## src/rtl/cdc_handshake_sender_pkg.sv

```systemverilog
// Shared types and default constants for the four-phase CDC handshake sender.
`timescale 1ns/1ps
package cdc_handshake_sender_pkg;

    typedef enum logic [1:0] {
        IDLE    = 2'd0,
        REQUEST = 2'd1,
        RELEASE = 2'd2
    } state_t;

    localparam int DEFAULT_WIDTH          = 8;
    localparam int DEFAULT_STAGES         = 2;
    localparam int DEFAULT_TIMEOUT_CYCLES = 1024;

endpackage

```

## src/rtl/cdc_handshake_sender_sync.sv

```systemverilog
// fast_synchronizer: STAGES-deep flip-flop chain for a single asynchronous bit.
`timescale 1ns/1ps
module fast_synchronizer #(
    parameter int STAGES = 2
) (
    input  logic clock,
    input  logic resetn,
    input  logic d,
    output logic q
);

    logic [STAGES-1:0] sync_q;

    always_ff @(posedge clock or negedge resetn) begin
        if (!resetn) begin
            sync_q <= '0;
        end else begin
            sync_q[0] <= d;
            for (int i = 1; i < STAGES; i++) begin
                sync_q[i] <= sync_q[i-1];
            end
        end
    end

    assign q = sync_q[STAGES-1];

endmodule

```

## src/rtl/cdc_handshake_sender.sv

```systemverilog
// Source-side four-phase request/acknowledge CDC controller.
// Optional watchdog enabled by defining CDC_HANDSHAKE_SENDER_TIMEOUT_EN.
`timescale 1ns/1ps
module cdc_handshake_sender
    import cdc_handshake_sender_pkg::*;
#(
    parameter int WIDTH          = DEFAULT_WIDTH,
    parameter int STAGES         = DEFAULT_STAGES,
    parameter int TIMEOUT_CYCLES = DEFAULT_TIMEOUT_CYCLES
) (
    input  logic             clock,
    input  logic             reset,
    input  logic [WIDTH-1:0] write_data,
    input  logic             write_valid,
    output logic             write_ready,
    output logic [WIDTH-1:0] cdc_data,
    output logic             cdc_request,
    input  logic             cdc_acknowledge,
`ifdef CDC_HANDSHAKE_SENDER_TIMEOUT_EN
    output logic             timeout_error,
`endif
    output logic             busy
);

    if (STAGES < 1) begin : g_bad_stages
        $error("STAGES must be at least 1");
    end
    if (TIMEOUT_CYCLES < 1) begin : g_bad_timeout
        $error("TIMEOUT_CYCLES must be at least 1");
    end

    state_t state;
    logic   ack_sync;
    logic   accept;

    fast_synchronizer #(
        .STAGES (STAGES)
    ) u_ack_sync (
        .clock  (clock),
        .resetn (~reset),
        .d      (cdc_acknowledge),
        .q      (ack_sync)
    );

    // A stale acknowledge from an un-reset receiver must not let a new word in.
    assign write_ready = (state == IDLE) && !ack_sync;
    assign accept      = write_valid && write_ready;

    always_ff @(posedge clock or posedge reset) begin
        if (reset) begin
            state       <= IDLE;
            cdc_request <= 1'b0;
            cdc_data    <= '0;
            busy        <= 1'b0;
        end else begin
            case (state)
                IDLE: begin
                    if (accept) begin
                        cdc_data    <= write_data;
                        cdc_request <= 1'b1;
                        busy        <= 1'b1;
                        state       <= REQUEST;
                    end
                end
                REQUEST: begin
                    if (ack_sync) begin
                        cdc_request <= 1'b0;
                        state       <= RELEASE;
                    end
                end
                RELEASE: begin
                    if (!ack_sync) begin
                        busy  <= 1'b0;
                        state <= IDLE;
                    end
                end
                default: begin
                    cdc_request <= 1'b0;
                    busy        <= 1'b0;
                    state       <= IDLE;
                end
            endcase
        end
    end

`ifdef CDC_HANDSHAKE_SENDER_TIMEOUT_EN
    localparam int CNT_W = $clog2(TIMEOUT_CYCLES + 1);
    localparam logic [CNT_W-1:0] LIMIT = CNT_W'(TIMEOUT_CYCLES);

    logic [CNT_W-1:0] wait_count;
    logic             enter_wait;

    assign enter_wait = (state == IDLE && accept) || (state == REQUEST && ack_sync);

    // Watchdog only reports; the handshake keeps waiting for the receiver.
    always_ff @(posedge clock or posedge reset) begin
        if (reset) begin
            wait_count    <= '0;
            timeout_error <= 1'b0;
        end else if (enter_wait) begin
            wait_count <= '0;
        end else if (state != IDLE && wait_count != LIMIT) begin
            wait_count <= wait_count + 1'b1;
            if (wait_count + 1'b1 == LIMIT) begin
                timeout_error <= 1'b1;
            end
        end
    end
`endif

endmodule

```

## config.mk

```make
export PLATFORM = sky130hd
export DESIGN_NAME = cdc_handshake_sender
export DESIGN_NICKNAME = d
export VERILOG_FILES = /design/src/rtl/cdc_handshake_sender_pkg.sv /design/src/rtl/cdc_handshake_sender_sync.sv /design/src/rtl/cdc_handshake_sender.sv
export SDC_FILE = /design/constraint.sdc
export NUM_CORES = 1
export LEC_CHECK = 0
export ABC_AREA = 1
export CORE_MARGIN = 3
export CORE_UTILIZATION = 44
export DETAILED_ROUTE_END_ITERATION = 16
export PLACE_DENSITY = 0.8
export SLEW_MARGIN = 0
export SYNTH_ARGS = -nofsm -noshare
export SYNTH_HDL_FRONTEND = slang
export SYNTH_SLANG_ARGS = --single-unit
```

## constraint.sdc

```tcl
create_clock -name clock -period 1.45 [get_ports clock]
set_input_delay 0.29 -clock clock [delete_from_list [all_inputs] [get_ports clock]]
set_output_delay 0.29 -clock clock [all_outputs]
set_load 0.1 [all_outputs]
```

==> Word level (Yosys, flattened, before mapping) <==
Cells that the tools add are included.
{ "classes": {"n_eq_ne": 5, "n_mux": 9, "bitwise": 2, "reduce_logical": 8} }
{ "op_table": {"columns": ["operator", "count"], "rows": [
  ["$reduce_and 3->1", 3],
  ["$mux 2", 3],
  ["$pmux 1 s3", 2],
  ["$pmux 2 s3", 1],
  ["$ne 2x2->1 const B", 2],
  ["$mux 1", 3],
  ["$eq 2x1->1 const B", 1],
  ["$eq 2x2->1 const B", 1],
  ["$logic_and 1x1->1", 2],
  ["$logic_not 2->1", 1],
  ["$ne 2x1->1 const B", 1],
  ["$not 1->1", 2],
  ["$reduce_and 2->1", 1],
  ["$logic_not 1->1", 1]
]} }
{ "word_totals": {"register_bits": 14, "out_inout_bits": 11} }

==> Logic depth before layout (Yosys ltp) <==
Gate-level depths: netlist of run 1.
{ "logic_depth": {"word_depth": 5, "ltp_mapped": 6, "depth_no_buf": 6} }

==> By module <==
From an unflattened synthesis of run 1, not the netlist that was laid out.
{ "hier_totals": {"cells_unflattened": 57, "hier_area_um2": 563.0} }
{ "by_module_without_submodules": {"columns": ["module", "n_inst", "cells_per_inst", "area_per_inst_um2", "seq_area_each_um2"], "rows": [
  ["cdc_handshake_sender", 1, 55, 513.0, 300.3],
  ["fast_synchronizer", 1, 2, 50.0, 50.0]
]} }

==> Worst setup path after synthesis of run 1 <==
No wires, ideal clock.
{ "synth_timing": {"path_kind": "register to output", "from": "reg state[1]", "to": "out write_ready", "t_arrival_ps": 2486, "path_slack_ps": -1326, "path_stages_with_launch": 2, "path_cell_list": "dfrtp_1 > nor3_1"} }
{ "synth_via": {"elab_chain_len": 2} }
{ "synth_lines": {"columns": ["element", "line", "source"], "rows": [
  ["start, declared", "cdc_handshake_sender.sv:32", "state_t state;"],
  ["start signal, assigned", "cdc_handshake_sender.sv:51", "state <= IDLE;"],
  ["start signal, assigned", "cdc_handshake_sender.sv:62", "state <= REQUEST;"],
  ["start signal, assigned", "cdc_handshake_sender.sv:68", "state <= RELEASE;"],
  ["$logic_not 2->1", "cdc_handshake_sender.sv:46", "assign write_ready = (state == IDLE) && !ack_sync;"],
  ["$logic_and 1x1->1", "cdc_handshake_sender.sv:46", null],
  ["end, declared", "cdc_handshake_sender.sv:15", "output logic write_ready,"]
]} }
Every way passes these cells.

==> Final worst setup path of run 1 <==
{ "layout_timing": {"from": "reg state[0]", "to": "out write_ready"} }
The elaborated chain is that of the path after synthesis.

==> results of run 1 <==
routing by layer:
metal	GRT usage [%]	wire [um]
met1	22.9	561
met2	29.0	712
met3	3.39	80
met4	11.2	45
met5	0	0
layout by cell type (no fill, tap or decap), types with 2 or more instances in the layout:
master	instances
nand2_1	23
dfrtp_1	13
clkdlybuf4s50_1	11
buf_12	11
nand4_1	8
buf_4	5
clkbuf_4	3
inv_1	2
report_power, final:
part / switching (mW) / total, mW / internal (mW) / leakage [nW]
combinational: 0.598 / 0.919 / 0.321 / 0.285
clock: 0.118 / 0.214 / 0.0963 / 0.0138
sequential: 0.0837 / 0.544 / 0.460 / 0.171
worst max-delay path by stage:
stage	from	end	depth (start not counted)
2_1_floorplan	state[1]	write_ready	1
3_3_place_gp	write_valid	cdc_data[2]	4
3_5_place_dp	write_valid	cdc_data[0]	4
4_1_cts	state[1]	write_ready	2
5_1_grt	state[0]	write_ready	2
6_report	state[0]	write_ready	2
flip-flops by register name, summed over array words and instances (netlist names):
| name | count |
|---|---|
| busy | 1 |
| u_ack_sync.sync_q | 2 |
| cdc_data | 8 |
| state | 2 |
| cdc_request | 1 |
worst max-delay path, stage by stage, from the launching register on:
cell and delay (ns):
dfrtp_1 0.43, nor3_4 0.23, buf_12 0.20
area by class of cell:
cell class	count	area, sq um	area share, %
repair buffers	27	368	37.6
inverters	3	11.3	1.15
multi-input cells	38	208	21.2
flip-flops and latches	14	352	35.9
well taps	14	17.5	1.79
clock buffers	3	22.5	2.30
logic make-up (layout without fill, tap and decap cells):
kind of cell / count (synthesis) / in the layout / share of synthesized area, %
and+or+nand+nor: 34 / 34 / 28.5
buffers and inverters: 6 / 33 / 8.58
AOI/OAI and AO/OA: 4 / 4 / 4.39
DFF: 14 / 14 / 58.6
repair_timing:
item                                   in CTS  in global routing
gates resized for setup                     0                  1
setup endpoints to repair                   0                  1
hold buffers                                0                  0
endpoints found under the hold margin       0                  0
setup buffers                               0                  1
==> flow_summary.json, run 1 <==
{
  "status": "complete, no violations",
  "r2r_slack_ns": 0.34,
  "final_antenna_net_count": 0,
  "nNetsFinal": 99,
  "fmax_ghz": 0.700,
  "drive_gt1_share_pct": 29.4,
  "wl_per_cell_um": 14.1,
  "ys_types": 15,
  "end_kind": "primary output",
  "hold_path_class": "input pin to async pin",
  "yosys_register_bits": 14,
  "min_period_ns": 1.43,
  "clock_sinks": 14,
  "fill_cells": 72,
  "path_class": "flip-flop to primary output",
  "finClkSkew_ns": 0.00507,
  "grt_pass1_vias": 535,
  "antennaDiodeCount": 0,
  "area_delta_synth_final_pct": 63.6,
  "num_io_pins": 23,
  "cts_buffer_depth": 2,
  "fin_setup_tns_ns": 0,
  "synth_common_cells": "23 x nand2_1, 14 x dfrtp_1, 8 x nand4_1",
  "total_power_mw": 1.68,
  "cp_max_fo": 3,
  "grt_max_degree": 15,
  "r2r_cells": 4,
  "path_clk_slew_ns": 0.08,
  "grt_util_all_layers_pct": 18.4,
  "yosysSeqAreaShare_pct": 58.6,
  "core_sq_um": 1190,
  "h-tree-depth": 1,
  "r2r-end": "cdc_data[3]",
  "die_w_um": 42.9,
  "io_buffer_count": 22,
  "setup_slack_ns": 0.0220,
  "numPlacedInstances": 95,
  "hpwlAfterDp_um": 1090,
  "layoutNonFillerInstCount": 99,
  "setup_viol": 0,
  "yosys.area.top_type": "dfrtp_1",
  "cts_root_buf": "clkbuf_4",
  "required_ns": 1.16,
  "final_util_pct": 82.5,
  "design_area_sq_um": 978,
  "timing.rr.start": "u_ack_sync.sync_q[1]",
  "die_y_um": 42.9,
  "synth_edf_count": 0,
  "globalplace.congestion": 0.721,
  "cts_tree": "done",
  "via_per_inst": 5.17,
  "power_leakage_nw": 0.470,
  "drv_cap": 0,
  "clk_latency_ns": 0.28,
  "min_period_over_period_pct": 98.5,
  "placed_cell_area_sq_um": 947,
  "first_pass_iters": 4,
  "drc": 0,
  "startpoint_type": "flip-flop",
  "yosysWarnings": 0,
  "timing_hold_violations_final": 0,
  "grt_pass1_wl_um": 2460,
  "synth-main-ff-cell": "dfrtp_1",
  "peakVddDrop_mv": 1.16,
  "synth_nets": 70,
  "dieArea_sq_um": 1840,
  "wirelength_um": 1400,
  "worstMarginPinSlew_ns": 0.244,
  "synth_area_sq_um": 598,
  "numCtsBuffers": 3,
  "syn-mean-instance-area_sq_um": 10.3,
  "yosysTopAreaCellShare_pct": 58.6,
  "synth-async-reset-ratio_pct": 100,
  "rows": 12,
  "num_vias": 512,
  "crit_arrival_ns": 1.14,
  "synth_cells": 58,
  "cellPowerDensity_nw_per_um2": 1710,
  "start_util_pct": 50.4,
  "synth_area_leaders": "dfrtp_1 59%, nand2_1 14%, nand4_1 8.4%",
  "drt_iter0_drc": 6,
  "place_ws_ns": 0.144,
  "antenna_found_initial": 0,
  "slew_viol_final": 0,
  "rsz0062_at_grt": "true",
  "slew_headroom_pct": 83.7,
  "grt-ovfl-total": 0,
  "yosysMostFrequentCell": "nand2_1",
  "fin_hold_ws_ns": 0.308
}
No activity file was read; power rests on OpenSTA's default activity.
==> inputs of run 2 (changes only) <==
--- a/config.mk
+++ b/config.mk
@@ -9,7 +9,7 @@
 export CORE_MARGIN = 3
 export CORE_UTILIZATION = 44
 export DETAILED_ROUTE_END_ITERATION = 16
-export PLACE_DENSITY = 0.8
+export PLACE_DENSITY_LB_ADDON = 0.05
 export SLEW_MARGIN = 0
 export SYNTH_ARGS = -nofsm -noshare
 export SYNTH_HDL_FRONTEND = slang
==> flow_summary.json, run 2 (synthesis results as in run 1) <==
{
  "status": "complete, no violations",
  "fin_hold_ws_ns": 0.329,
  "final_util_pct": 83.0,
  "end_kind": "primary output",
  "die_y_um": 42.9,
  "rows": 12,
  "startpoint_type": "flip-flop",
  "fin_setup_tns_ns": 0,
  "via_per_inst": 5.33,
  "slew_headroom_pct": 65.3,
  "numPlacedInstances": 94,
  "rsz0062_at_grt": "true",
  "wl_per_cell_um": 15.0,
  "grt-ovfl-total": 0,
  "setup_viol": 0,
  "h-tree-depth": 1,
  "first_pass_iters": 4,
  "drv_cap": 0,
  "grt_util_all_layers_pct": 17.1,
  "setup_slack_ns": 0.0169,
  "final_antenna_net_count": 0,
  "grt_max_degree": 15,
  "cts_buffer_depth": 2,
  "slew_viol_final": 0,
  "numCtsBuffers": 3,
  "cellPowerDensity_nw_per_um2": 1780,
  "place_ws_ns": 0.0961,
  "final_common_cell": "nand2_1",
  "peakVddDrop_mv": 1.12,
  "drc": 0,
  "crit_arrival_ns": 1.14,
  "largest_reg_flops": 8,
  "nNetsFinal": 98,
  "grt_pass1_wl_um": 2280,
  "finClkSkew_ns": 0.000675,
  "placed_cell_area_sq_um": 940,
  "required_ns": 1.16,
  "total_power_mw": 1.75,
  "io_buffer_count": 22,
  "dieArea_sq_um": 1840,
  "num_vias": 528,
  "timing_hold_violations_final": 0,
  "core_sq_um": 1190,
  "cp_slowest_cell": "dfrtp_2",
  "grt_pass1_vias": 489,
  "largest_register": "cdc_data",
  "drt_iter0_drc": 21,
  "antenna_found_initial": 0,
  "path_clk_slew_ns": 0.09,
  "cp_cell_sequence": "nor3_4, buf_12",
  "globalplace.congestion": 0.690,
  "fill_cells": 64,
  "cts_hold_repair.buffers": 0,
  "fmax_ghz": 0.698,
  "layout_common_cells": "23 x nand2_1, 13 x dfrtp_1, 11 x clkdlybuf4s50_1, 11 x buf_12, 8 x nand4_1",
  "start_util_pct": 50.4,
  "layoutNonFillerInstCount": 99,
  "slowest_delay_ns": 0.46,
  "wirelength_um": 1490,
  "cp_max_fo": 3,
  "reg.largest.list": "cdc_data x8, state x2, u_ack_sync.sync_q x2",
  "min_period_over_period_pct": 98.8,
  "cts_tree": "done",
  "clock_sinks": 14,
  "num_io_pins": 23,
  "drive_gt1_share_pct": 29.4,
  "path_class": "flip-flop to primary output",
  "worstMarginPinSlew_ns": 0.520,
  "hpwlAfterDp_um": 1090,
  "die_w_um": 42.9,
  "area_delta_synth_final_pct": 64.6,
  "cts_root_buf": "clkbuf_4",
  "clk_latency_ns": 0.28,
  "antennaDiodeCount": 0,
  "min_period_ns": 1.43,
  "power_leakage_nw": 0.472,
  "design_area_sq_um": 985,
  "hold_path_class": "input pin to async pin"
}
## run 2: cell types whose count changed in the layout (fill, tap and decap cells not counted)
cell      before  now
clkbuf_8       0    1
buf_4          5    4
## run 2: area by class of cell
cell class	instances	area (sq um)	area share (%)
multi-input cells	38	208	21.1
well taps	14	17.5	1.78
repair buffers	26	360	36.6
clock buffers	4	36.3	3.68
inverters	3	11.3	1.14
flip-flops and latches	14	352	35.7
## run 2: routing by layer
| metal | track usage, % | share of wire (%) | up-vias |
|---|---|---|---|
| met5 | 0 | 0 | - |
| li1 | - | - | 246 |
| met4 | 9.94 | 3.6 | 0 |
| met1 | 19.6 | 40 | 247 |
| met3 | 4.66 | 7.8 | 8 |
| met2 | 28.1 | 49 | 27 |
## run 2: report_power, final
part           internal, mW  total (mW)  switching (mW)
clock                 0.153       0.288           0.135
sequential            0.460       0.546          0.0867
combinational         0.319       0.917           0.598
## run 2: worst paths after layout
check	from	end	slack, ns	cells past startpoint
setup reg to reg	state[0]	cdc_data[6]	0.21	5
hold reg to reg	u_ack_sync.sync_q[0]	u_ack_sync.sync_q[1]	0.39	0
hold / removal	reset	cdc_data[3]	0.33	2
max in group asynchronous	reset	state[1]	0.75	2
min in group clock	u_ack_sync.sync_q[0]	u_ack_sync.sync_q[1]	0.39	0
setup / recovery	state[1]	write_ready	0.02	2
## run 2: timing repair
action | in CTS | in global routing
hold endpoints to repair | 0 | 0
setup buffers | 1 | 0
resized for setup | 1 | 0
endpoints found under the setup margin | 1 | 1
gates cloned | 0 | 0
## run 2: worst max-delay path: cells and delay by family, from the launching register on
kind	cells	cell delay [ns]
simple gates	1	0.20
flops	1	0.46
buf+inv	1	0.20
==> inputs of run 3 (changes only) <==
--- a/config.mk
+++ b/config.mk
@@ -7,9 +7,11 @@
 export LEC_CHECK = 0
 export ABC_AREA = 1
 export CORE_MARGIN = 3
-export CORE_UTILIZATION = 44
+export CORE_UTILIZATION = 41
 export DETAILED_ROUTE_END_ITERATION = 16
+export MAX_ROUTING_LAYER = met4
 export PLACE_DENSITY_LB_ADDON = 0.05
+export REMOVE_ABC_BUFFERS = 1
 export SLEW_MARGIN = 0
 export SYNTH_ARGS = -nofsm -noshare
 export SYNTH_HDL_FRONTEND = slang
==> flow_summary.json, run 3 (synthesis results as in run 1) <==
{
  "via_per_inst": 4.87,
  "largest_register": "cdc_data",
  "cts_tree": "done",
  "fill_cells": 96,
  "final_antenna_net_count": 0,
  "io_buffer_count": 22,
  "first_pass_iters": 2,
  "grt_max_degree": 15,
  "slew_viol_final": 0,
  "peakVddDrop_mv": 1.26,
  "worstMarginPinSlew_ns": 0.245,
  "cp_cell_sequence": "nor3_4, buf_12",
  "drive_gt1_share_pct": 29.9,
  "dieArea_sq_um": 1950,
  "timing_hold_violations_final": 0,
  "cp_max_fo": 3,
  "core_sq_um": 1330,
  "cellPowerDensity_nw_per_um2": 1740,
  "p_int_mw": 0.937,
  "antennaDiodeCount": 0,
  "p_switching_mw": 0.798,
  "nNetsFinal": 100,
  "setup_viol": 0,
  "hold_path_class": "input pin to async pin",
  "pwr-share-comb_pct": 52.9,
  "min_period_ns": 1.44,
  "total_power_mw": 1.73,
  "fin_setup_tns_ns": 0,
  "hpwlAfterDp_um": 871,
  "globalplace.congestion": 0.700,
  "area_delta_synth_final_pct": 67.2,
  "fmax_ghz": 0.692,
  "die_y_um": 44.2,
  "met2_length_um": 638,
  "slew_headroom_pct": 83.6,
  "multi_input_area_sq_um": 208,
  "min_period_over_period_pct": 99.6,
  "cts_root_buf": "clkbuf_4",
  "largest_reg_flops": 8,
  "power_frac_seq_pct": 30.9,
  "path_class": "flip-flop to primary output",
  "wl_met1_um": 510,
  "grt_pass1_wl_um": 2040,
  "switching_share_pct": 46.0,
  "numCtsBuffers": 3,
  "final_common_cell": "nand2_1",
  "reg.largest.list": "cdc_data x8, state x2, u_ack_sync.sync_q x2",
  "layout_common_cells": "23 x nand2_1, 14 x dfrtp_1, 11 x clkdlybuf4s50_1, 11 x buf_12, 8 x nand4_1",
  "grt-ovfl-total": 0,
  "drv_cap": 0,
  "clock_sinks": 14,
  "antenna_found_initial": 0,
  "p_clk_share_pct": 16.2,
  "status": "complete, no violations",
  "power_leakage_nw": 0.484,
  "highest_layer": "met4",
  "numPlacedInstances": 95,
  "crit_arrival_ns": 1.15,
  "num_vias": 497,
  "rows": 13,
  "required_ns": 1.16,
  "layoutNonFillerInstCount": 102,
  "path_clk_slew_ns": 0.09,
  "seq_area_sq_um": 350,
  "cp_slowest_cell": "dfrtp_1",
  "wl_per_cell_um": 12.1,
  "num_io_pins": 23,
  "grt_util_all_layers_pct": 14.8,
  "start_util_pct": 44.8,
  "startpoint_type": "flip-flop",
  "h-tree-depth": 1,
  "slowest_delay_ns": 0.43,
  "rsz0062_at_grt": "true",
  "clk_latency_ns": 0.28,
  "cts_buffer_depth": 2,
  "cts_hold_repair.buffers": 0,
  "end_kind": "primary output",
  "grt_pass1_vias": 470,
  "drt_iter0_drc": 4,
  "die_w_um": 44.2,
  "dr_wl_met3_um": 73,
  "drc": 0,
  "wirelength_um": 1240,
  "finClkSkew_ns": 0.00665
}
==> run 3: power by group through the flow <==
stage          clock network [mW]  logic [mW]  registers, mW
2_1_floorplan                   0       0.112          0.958
3_3_place_gp                    0       0.902          0.542
3_5_place_dp                    0       0.906          0.544
4_1_cts                     0.290       0.917          0.534
5_1_grt                     0.304       0.947          0.545
6_report                    0.281       0.918          0.536
==> run 3: worst max-delay path: cells and delay by family (launching register included) <==
| family | cells | cell delay, ns |
|---|---|---|
| flip-flops | 1 | 0.43 |
| AND/OR/NAND/NOR | 1 | 0.24 |
| buffers and inverters | 1 | 0.20 |
==> run 3: worst paths after layout <==
check / depth (start not counted) / slack (ns) / endpoint / from
max in group asynchronous: 3 / 0.98 / cdc_data[2] / reset
min in group clock: 0 / 0.35 / u_ack_sync.sync_q[1] / u_ack_sync.sync_q[0]
worst min register to register: 0 / 0.35 / u_ack_sync.sync_q[1] / u_ack_sync.sync_q[0]
worst max register to register: 5 / 0.24 / cdc_data[1] / state[0]
worst min-delay path: 3 / 0.30 / cdc_data[1] / reset
worst max-delay path: 2 / 0.006 / write_ready / state[0]
==> run 3: through the flow <==
stage | hold WS, ns | setup slack [ns] | util (%) | cell area (sq um)
4_1_cts | 0.299 | 0.000538 | 73.9 | 986
3_5_place_dp | 0.336 | 0.0971 | 69.7 | 930
3_3_place_gp | 0.333 | 0.157 | 69.7 | 930
5_1_grt | 0.301 | -0.0313 | 75.0 | 1000
6_report | 0.297 | 0.00596 | 75.0 | 1000
2_1_floorplan | 0.179 | -1.33 | - | 558
==> run 3: routing by layer <==
metal / vias to the layer above / GRT usage, %
met4: 0 / 6.63
met1: 228 / 17.9
met2: 17 / 23.8
met5: - / -
li1: 250 / -
met3: 2 / 2.85
==> run 3: final cells by class <==
cell class              count  area share [%]
well taps                  15            1.88
repair buffers             28            37.5
clock buffers               4            3.63
multi-input cells          38            20.8
flip-flops and latches     14            35.0
inverters                   3            1.13
==> run 3: repair_timing <==
item / CTS / global route
endpoints found under the setup margin: 1 / 1
setup buffers: 2 / 1
pin swaps: 1 / 1
gates resized for setup: 1 / 1
